--- src/rtl/fifo_param_if.sv ---
// Producer/consumer bundle for fifo_param: write port, read port, flush and status.
// The master modport belongs to the user of the FIFO; the FIFO itself takes the slave modport.
interface fifo_param_if #(
    parameter int DATA_W = 8,
    parameter int ADDR_W = 8
);
    logic              clear;
    logic [DATA_W-1:0] data_in;
    logic              write_en;
    logic [DATA_W-1:0] data_out;
    logic              read_en;
    logic              read_valid;
    logic              full;
    logic              empty;
    logic              almost_full;
    logic              almost_empty;
    logic [ADDR_W:0]   count;
    logic              overflow;
    logic              underflow;

    modport master (
        output clear, data_in, write_en, read_en,
        input  data_out, read_valid, full, empty, almost_full, almost_empty,
               count, overflow, underflow
    );

    modport slave (
        input  clear, data_in, write_en, read_en,
        output data_out, read_valid, full, empty, almost_full, almost_empty,
               count, overflow, underflow
    );
endinterface

--- src/rtl/fifo_param.sv ---
// Parametrised single-clock FIFO; registered read (1-cycle) or FWFT (0-cycle), registered flags/count.
// Backpressure: writes when full and reads when empty are dropped and latched in sticky error flags.
module fifo_param #(
    parameter int DATA_W   = 8,
    parameter int ADDR_W   = 8,
    parameter int FWFT     = 0,
    parameter int AF_LEVEL = 2**ADDR_W - 4,
    parameter int AE_LEVEL = 4
) (
    input  logic           clk,
    input  logic           rst_n,
    fifo_param_if.slave    bus
);
    localparam int DEPTH = 1 << ADDR_W;
    localparam logic [ADDR_W:0] DEPTH_C = (ADDR_W+1)'(DEPTH);
    localparam logic [ADDR_W:0] AF_C    = (ADDR_W+1)'(AF_LEVEL);
    localparam logic [ADDR_W:0] AE_C    = (ADDR_W+1)'(AE_LEVEL);
    localparam logic [ADDR_W:0] ONE     = {{ADDR_W{1'b0}}, 1'b1};

    logic [DATA_W-1:0] mem_q [DEPTH];

    logic [ADDR_W:0] wr_ptr_q, wr_ptr_d;
    logic [ADDR_W:0] rd_ptr_q, rd_ptr_d;
    logic [ADDR_W:0] count_q, count_d;
    logic            full_q, full_d;
    logic            empty_q, empty_d;
    logic            af_q, af_d;
    logic            ae_q, ae_d;
    logic            ovf_q, ovf_d;
    logic            udf_q, udf_d;
    logic            wr_acc, rd_acc;

    // Flush wins over any same-cycle request, so nothing is accepted while clear is high.
    assign wr_acc = bus.write_en & ~full_q  & ~bus.clear;
    assign rd_acc = bus.read_en  & ~empty_q & ~bus.clear;

    always_comb begin
        wr_ptr_d = wr_ptr_q;
        rd_ptr_d = rd_ptr_q;
        count_d  = count_q;
        ovf_d    = ovf_q;
        udf_d    = udf_q;
        if (bus.clear) begin
            wr_ptr_d = '0;
            rd_ptr_d = '0;
            count_d  = '0;
            ovf_d    = 1'b0;
            udf_d    = 1'b0;
        end else begin
            if (wr_acc) wr_ptr_d = wr_ptr_q + ONE;
            if (rd_acc) rd_ptr_d = rd_ptr_q + ONE;
            case ({wr_acc, rd_acc})
                2'b10:   count_d = count_q + ONE;
                2'b01:   count_d = count_q - ONE;
                default: count_d = count_q;
            endcase
            ovf_d = ovf_q | (bus.write_en & full_q);
            udf_d = udf_q | (bus.read_en & empty_q);
        end
        full_d  = (count_d == DEPTH_C);
        empty_d = (count_d == '0);
        af_d    = (count_d >= AF_C);
        ae_d    = (count_d <= AE_C);
    end

    always_ff @(posedge clk or negedge rst_n) begin
        if (!rst_n) begin
            wr_ptr_q <= '0;
            rd_ptr_q <= '0;
            count_q  <= '0;
            full_q   <= 1'b0;
            empty_q  <= 1'b1;
            af_q     <= 1'b0;
            ae_q     <= 1'b1;
            ovf_q    <= 1'b0;
            udf_q    <= 1'b0;
        end else begin
            wr_ptr_q <= wr_ptr_d;
            rd_ptr_q <= rd_ptr_d;
            count_q  <= count_d;
            full_q   <= full_d;
            empty_q  <= empty_d;
            af_q     <= af_d;
            ae_q     <= ae_d;
            ovf_q    <= ovf_d;
            udf_q    <= udf_d;
        end
    end

    // Storage carries no reset so it can map onto RAM.
    always_ff @(posedge clk) begin
        if (wr_acc) mem_q[wr_ptr_q[ADDR_W-1:0]] <= bus.data_in;
    end

    generate
        if (FWFT != 0) begin : g_fwft
            assign bus.data_out   = mem_q[rd_ptr_q[ADDR_W-1:0]];
            assign bus.read_valid = ~empty_q;
        end else begin : g_reg
            logic [DATA_W-1:0] dout_q;
            logic              rvalid_q;

            always_ff @(posedge clk or negedge rst_n) begin
                if (!rst_n) begin
                    dout_q   <= '0;
                    rvalid_q <= 1'b0;
                end else begin
                    rvalid_q <= rd_acc;
                    if (rd_acc) dout_q <= mem_q[rd_ptr_q[ADDR_W-1:0]];
                end
            end

            assign bus.data_out   = dout_q;
            assign bus.read_valid = rvalid_q;
        end
    endgenerate

    assign bus.full         = full_q;
    assign bus.empty        = empty_q;
    assign bus.almost_full  = af_q;
    assign bus.almost_empty = ae_q;
    assign bus.count        = count_q;
    assign bus.overflow     = ovf_q;
    assign bus.underflow    = udf_q;
endmodule

--- src/flat_wrapper.sv ---
// flat-port wrapper written by rule: the top's interface ports become plain ports
module fifo_param_flat 
#(
    parameter int DATA_W   = 8,
    parameter int ADDR_W   = 8,
    parameter int FWFT     = 0,
    parameter int AF_LEVEL = 2**ADDR_W - 4,
    parameter int AE_LEVEL = 4
)
  (clk, rst_n, bus_clear, bus_data_in, bus_write_en, bus_read_en, bus_data_out, bus_read_valid, bus_full, bus_empty, bus_almost_full, bus_almost_empty, bus_count, bus_overflow, bus_underflow);
  fifo_param_if #(.DATA_W(DATA_W), .ADDR_W(ADDR_W)) bus_i ();
  input  logic clk;
  input  logic rst_n;
  input wire logic [$bits(bus_i.clear)-1:0] bus_clear;
  input wire logic [$bits(bus_i.data_in)-1:0] bus_data_in;
  input wire logic [$bits(bus_i.write_en)-1:0] bus_write_en;
  input wire logic [$bits(bus_i.read_en)-1:0] bus_read_en;
  output wire logic [$bits(bus_i.data_out)-1:0] bus_data_out;
  output wire logic [$bits(bus_i.read_valid)-1:0] bus_read_valid;
  output wire logic [$bits(bus_i.full)-1:0] bus_full;
  output wire logic [$bits(bus_i.empty)-1:0] bus_empty;
  output wire logic [$bits(bus_i.almost_full)-1:0] bus_almost_full;
  output wire logic [$bits(bus_i.almost_empty)-1:0] bus_almost_empty;
  output wire logic [$bits(bus_i.count)-1:0] bus_count;
  output wire logic [$bits(bus_i.overflow)-1:0] bus_overflow;
  output wire logic [$bits(bus_i.underflow)-1:0] bus_underflow;
  assign bus_i.clear = bus_clear;
  assign bus_i.data_in = bus_data_in;
  assign bus_i.write_en = bus_write_en;
  assign bus_i.read_en = bus_read_en;
  assign bus_data_out = bus_i.data_out;
  assign bus_read_valid = bus_i.read_valid;
  assign bus_full = bus_i.full;
  assign bus_empty = bus_i.empty;
  assign bus_almost_full = bus_i.almost_full;
  assign bus_almost_empty = bus_i.almost_empty;
  assign bus_count = bus_i.count;
  assign bus_overflow = bus_i.overflow;
  assign bus_underflow = bus_i.underflow;
  fifo_param #(.DATA_W(DATA_W), .ADDR_W(ADDR_W), .FWFT(FWFT), .AF_LEVEL(AF_LEVEL), .AE_LEVEL(AE_LEVEL)) u_core (.clk(clk), .rst_n(rst_n), .bus(bus_i));
endmodule
--- config.mk ---
export PLATFORM = sky130hd
export DESIGN_NAME = fifo_param_flat
export DESIGN_NICKNAME = d
export VERILOG_FILES = /design/src/rtl/fifo_param_if.sv /design/src/rtl/fifo_param.sv /design/src/flat_wrapper.sv
export SDC_FILE = /design/constraint.sdc
export NUM_CORES = 2
export LEC_CHECK = 0
export ABC_AREA = 1
export BUFFER_PORTS_ARGS = -buffer_cell sky130_fd_sc_hd__buf_2
export CAP_MARGIN = 20
export CORE_AREA = 3 3 397 399
export DETAILED_ROUTE_END_ITERATION = 10
export DIE_AREA = 0 0 400 402
export PLACE_DENSITY = 0.72
export SKIP_CTS_REPAIR_TIMING = 1
export SLEW_MARGIN = 15
export SYNTH_ARGS = -nofsm -noshare
export SYNTH_HDL_FRONTEND = slang
export SYNTH_SLANG_ARGS = --single-unit
--- constraint.sdc ---
create_clock -name clk -period 5.14 [get_ports clk]
set_input_delay 0 -clock clk [delete_from_list [all_inputs] [get_ports clk]]
set_output_delay 0 -clock clk [all_outputs]
set_load 0.01 [all_outputs]
Yosys cells after proc, flatten, opt, wreduce, memory -nomap -nowiden

Memory sizes are Yosys's and may differ from the RTL's. A register that Yosys moved wholly into a read port is not among the register bits.
Index checks and enable logic that the tools add are counted.

Register bits after elaboration: 34
Output and inout port bits: 24
Word-level logic and storage cells: 45
RAM bits: 2,048
Memories kept: 1

Memories:

| memory       | depth | bits a word | rd ports | clocked after Yosys merged registers in | write ports | RTL line         | RTL |
|---|---|---|---|---|---|---|---|
| u_core.mem_q | 256   | 8           | 1        | 1                                       | 1           | fifo_param.sv:20 | `logic [DATA_W-1:0] mem_q [DEPTH];` |

Reductions and logical operators: 4
Bitwise operators: 11
$add $sub $neg: 4
Equal/unequal tests: 3
$lt $le $gt $ge: 2
Muxes and demuxes: 10

Operators with widths:

| operator                                                                             | number |
|---|---|
| 9-bit 2-to-1 mux                                                                     | 5 |
| 9-bit by 1-bit adder with 9-bit output (second input constant)                       | 3 |
| 9-bit case mux with 2 select lines                                                   | 1 |
| 9-bit equality test (second input constant)                                          | 1 |
| 9-bit by 8-bit greater-or-equal comparator with 1-bit output (second input constant) | 1 |
| 9-bit by 3-bit less-or-equal comparator with 1-bit output (second input constant)    | 1 |
| 9-bit logical NOT                                                                    | 1 |
| 9-bit by 1-bit subtractor with 9-bit output (second input constant)                  | 1 |
| 1-bit AND                                                                            | 6 |
| 1-bit 2-to-1 mux                                                                     | 4 |
| 2-bit nonzero test                                                                   | 2 |
| 1-bit inverter                                                                       | 3 |
| 2-bit by 1-bit equality test with 1-bit output (second input constant)               | 1 |
| 2-bit equality test (second input constant)                                          | 1 |
| 1-bit OR                                                                             | 2 |
| 1-bit logical NOT                                                                    | 1 |

Depth between registers and ports, before layout

Depth in word-level cells: 7
Mapped depth: 21

Least setup slack after synthesis

Ideal clock, no wire load.

Path type: reg2reg
From: reg u_core.empty_q (netlist: u_core.bus.empty)
To: reg u_core.full_q (netlist: u_core.bus.full)
Clock period less this slack: 2.472 ns
Stages on the path, launching flop included: 15
Required time: 5.074 ns
Library setup time: 0.066 ns
Arrival time: 2.406 ns
Setup slack: 2.668 ns
Cells stage by stage: dfstp_2 > inv_1 > nand2_1 > nor2_4 > buf_2 > buf_2 > ha_1 > clkbuf_1 > o21ai_0 > a21oi_1 > or2_2 > inv_1 > nand3_1 > nor2_1 > and2_1

Word-level cells in the longest chain between the ends: 7
Elaborated cells on any way between the ends: 8
Classes of those cells: eq/ne (3); mux (2); bitwise (3)

RTL lines:

| item                                                                                         | RTL line         | RTL |
|---|---|---|
| start: declaration                                                                           | fifo_param.sv:26 | `logic empty_q, empty_d;` |
| start signal: assignment                                                                     | fifo_param.sv:82 | `empty_q <= empty_d;` |
| 1-bit inverter *                                                                             | fifo_param.sv:35 | `assign rd_acc = bus.read_en & ~empty_q & ~bus.clear;` |
| 1-bit AND * (2 in a row)                                                                     | fifo_param.sv:35 |  |
| 2-bit by 1-bit equality test with 1-bit output / 2-bit equality test (equally long branches) | fifo_param.sv:52 | `case ({wr_acc, rd_acc})` |
| 9-bit case mux with 2 select lines *                                                         | fifo_param.sv:52 |  |
| 9-bit 2-to-1 mux *                                                                           | fifo_param.sv:43 | `if (bus.clear) begin` |
| via u_core.count_d[1]                                                                        | fifo_param.sv:24 | `logic [ADDR_W:0] count_q, count_d;` |
| 9-bit equality test *                                                                        | fifo_param.sv:60 | `full_d = (count_d == DEPTH_C);` |
| via u_core.full_d                                                                            | fifo_param.sv:25 | `logic full_q, full_d;` |
| end signal: assignment                                                                       | fifo_param.sv:81 | `full_q <= full_d;` |
| end: declaration                                                                             | fifo_param.sv:25 |  |

Mark *: on every way through the listed nets, which the timed path passes. The rest lies on a longest branch.
A chain may end at the register's enable or synchronous reset.

==> results.py <==
metrics = {
    "outcome": {
        "status": "completed",
    },
    "critical_path": {
        "cp_cell_sequence": "inv_8 > nor2_2 > inv_8 > buf_12 > a21oi_1 > nor3_1 > nand2_1 > nand3_1 > nand3_1 > nand3_1 > nand3_1 > nand3_1 > nand2_1",
        "path_max_fanout": 134,
        "worstSetupStartpoint": "u_core.rd_ptr_q[2]$_DFFE_PN0P_",
        "crit_top_cell": "nand3_1",
        "r2r_start": "u_core.rd_ptr_q[2]$_DFFE_PN0P_",
        "crit_type": "reg -> reg",
        "slowest_delay_ps": 670,
        "cp-end-kind": "flip-flop",
        "worst_ep_arrival_time_ps": 5030,
        "required_ps": 5850,
        "start_kind": "flip-flop",
        "crit_path_top_delay_cell": "inv_8",
    },
    "flow_run": {
        "maxCapViolations": 0,
    },
    "power": {
        "comb_power_share_pct": 11.4,
        "clock_power_share_pct": 38.2,
        "peakVddDrop_mv": 0.406,
        "cellPowerDensity_nw_per_um2": 404,
        "swShare_pct": 25.5,
        "p_switching_mw": 9.57,
        "seqPwrFrac_pct": 50.4,
        "leakage_nw": 31.9,
        "internal_power_mw": 27.9,
    },
    "floorplan": {
        "die_area_sq_um": 161000,
        "ios": 37,
        "die_h_microns": 402,
        "rows": 144,
        "die_w_microns": 400,
        "start_util_pct": 54.8,
        "core_area_sq_um": 154000,
    },
    "global_route": {
        "grt_use_met2_pct": 41.3,
        "track_usage_pct": 27.2,
        "grt_use_met1_pct": 39.0,
        "grt_pass1_vias": 52600,
        "top_usage_layer": "met2",
        "grt_pass1_wl_microns": 329000,
        "antenna_found_initial": 8,
        "grt_max_degree": 219,
        "overflow": 0,
        "use_met3_pct": 5.56,
    },
    "synth": {
        "synth_cells": 7087,
        "avgSynthCellArea_sq_um": 11.9,
        "synth_largest_area_cell": "edfxtp_1",
        "ys_types": 34,
        "synth-seq-cells": 2088,
        "synthTopCellsByArea": "edfxtp_1 73%, nand2_1 7.2%, nor2_1 3.9%",
        "synth_top_cell_area_share_pct": 72.7,
        "synth_seq_area_share_pct": 73.9,
        "synth_fp_nets": 7107,
        "netlist_area_sq_um": 84600,
        "yosysWarnings": 0,
    },
    "detailed_routing": {
        "vias": 55900,
        "route.final.wire_length_microns": 222000,
        "ant_nets": 0,
        "wl_per_cell_microns": 24.2,
        "drtIter0Drc": 8395,
        "remaining_drc_errors": 0,
        "vias_per_cell": 6.10,
        "drt_pre_antenna_iters": 6,
    },
    "sta": {
        "fmax_mhz": 232,
        "skew_ps": 29.3,
        "fin_crit_sh_pct": 84.0,
        "rsz0062_at_grt": "no",
        "setup_violations": 0,
        "finalWorstPathRequiredPeriod_ps": 4320,
        "worst_slew_pin_slew_ps": 1140,
        "fin_tns_setup_ps": 0,
        "maxSlewViolCount": 0,
        "hold_viol": 0,
        "maxSlewHeadroom_pct": 24.1,
    },
    "final_layout": {
        "nNetsFinal": 6970,
        "nFillCells": 11900,
        "final_layout_size_suffix_gt1_share_pct": 5.80,
        "final_core_utilization_pct": 60.1,
        "area_delta_synth_final_pct": 9.54,
    },
    "placement": {
        "hpwl_microns": 119000,
        "port_buffers": 36,
        "gp_congestion": 0.909,
    },
    "clock_network": {
        "clock-root-buffer": "clkbuf_16",
        "cts_made_buffers": 196,
        "cts_buffer_depth": 3,
        "clk_pin_slew_ps": 60,
        "h-tree-depth": 4,
        "cts.sinks": 2088,
        "insertion_delay_ps": 830,
        "cts_tree": "done",
    },
    "worst_hold_path": {
        "hold_path_class": "in -> reg",
        "min_from": "bus_read_en",
    },
}
==> cell usage after synthesis <==
library cell,count
buf_6,18
nand4_1,3
buf_4,43
o21ai_1,11
xor2_1,1
nor2_2,1
buf_1,17
buf_8,2
edfxtp_1,2048
clkinv_1,3
nand3_2,1
nand2_1,1615
nand3_4,2
a211oi_1,2
a21boi_0,8
nor2_1,869
or2_2,1
inv_1,151
o211ai_1,8
ha_1,7
nand2_2,1
clkbuf_1,250
dfstp_2,2
o22ai_1,250
nor3_1,169
and2_1,1
nor2_4,2
inv_2,6
nand3_1,332
buf_2,132
dfrtp_1,38
o21ai_0,579
xnor2_1,1
a21oi_1,513
==> power groups by stage <==
stage | clock network, mW | logic, mW | registers [mW]
after floorplan | 0 | 2.78 | 19.2
after CTS | 14.4 | 4.20 | 18.9
after detailed placement | 0 | 4.18 | 19.2
after global routing | 15.0 | 4.67 | 18.9
after global placement | 0 | 4.09 | 19.2
final | 14.3 | 4.29 | 18.9
==> registers in the layout, summed over array words and instances, names as in the netlist <==
register,cells
u_core.mem_q,2048
u_core.bus.count,9
u_core.bus.data_out,8
u_core.rd_ptr_q,8
u_core.wr_ptr_q,8
u_core.bus.almost_empty,1
u_core.bus.almost_full,1
u_core.bus.empty,1
u_core.bus.full,1
u_core.bus.overflow,1
u_core.bus.read_valid,1
u_core.bus.underflow,1
==> cell usage in the layout, fill, tap and decap left out, types with 5 or more instances in the layout <==
| cell | n |
|---|---|
| clkbuf_16 | 201 |
| o21ai_0 | 579 |
| clkbuf_1 | 37 |
| o211ai_1 | 8 |
| o22ai_1 | 250 |
| buf_8 | 8 |
| inv_6 | 5 |
| dfrtp_1 | 34 |
| inv_1 | 150 |
| bufinv_16 | 18 |
| o21ai_1 | 11 |
| clkinvlp_4 | 11 |
| a21boi_0 | 8 |
| a21oi_1 | 513 |
| clkinv_2 | 37 |
| nor3_1 | 169 |
| nand3_1 | 332 |
| nand2_1 | 1613 |
| buf_4 | 46 |
| dlygate4sd3_1 | 15 |
| nor2_1 | 869 |
| ha_1 | 7 |
| edfxtp_1 | 2048 |
| buf_12 | 30 |
| clkinv_1 | 52 |
| buf_2 | 28 |
==> metrics by stage <==
stage / area, sq um / power [mW] / hold slack, ps / std cells / setup WS [ps]
floorplan: 84600 / 22.0 / -296 / 7087 / 2670
global placement: 86200 / 23.3 / 215 / 8780 / 1070
detailed placement: 86200 / 23.4 / 222 / 8780 / 1060
CTS: 92500 / 37.5 / -674 / 9144 / 1040
global route: 92700 / 38.6 / 99.0 / 9160 / 753
finish: 92700 / 37.5 / 105 / 9161 / 821
==> metal layers <==
layer  share of wire, %  wire, microns
met1                 39          85600
met4                4.0           8820
met2                 46         102000
met5              0.023             51
met3                 12          25600
==> worst paths after layout <==
path	cells past startpoint	endpoint	slack (ps)
max	13	u_core.bus.data_out[1]$_DFFE_PN0P_	820
min	4	u_core.bus.read_valid$_DFF_PN0_	100
max reg2reg	13	u_core.bus.data_out[1]$_DFFE_PN0P_	820
min reg2reg	1	u_core.wr_ptr_q[4]$_DFFE_PN0P_	560
max in group asynchronous	4	u_core.rd_ptr_q[1]$_DFFE_PN0P_	4280
min in group asynchronous	3	u_core.bus.full$_DFF_PN0_	240
==> cell families after synthesis <==
family,synth area share [%]
buf+inv,3.33
compound gates,8.53
flops,73.9
xor+xnor,0.0207
simple gates,14.1
fa+ha+maj,0.104
==> worst max-delay path, delay by kind of cell, from the launching register on <==
| family | cells | cell delay (ps) |
|---|---|---|
| AND/OR/NAND/NOR | 9 | 1840 |
| buffers and inverters | 3 | 1380 |
| flip-flops | 1 | 660 |
| AO/OA/AOI/OAI | 1 | 90 |
==> area by class of cell <==
cell class,instances,area (sq um),share of cell area (%)
clock buffers,238,5170,5.58
multi-input cells,4377,19300,20.8
flip-flops and latches,2088,62500,67.5
clock inverters,126,1150,1.24
inverters,160,631,0.681
well taps,2044,2560,2.76
repair buffers,127,1360,1.46
diodes,1,2.50,0.00270
No activity file was read; power rests on OpenSTA's default activity.
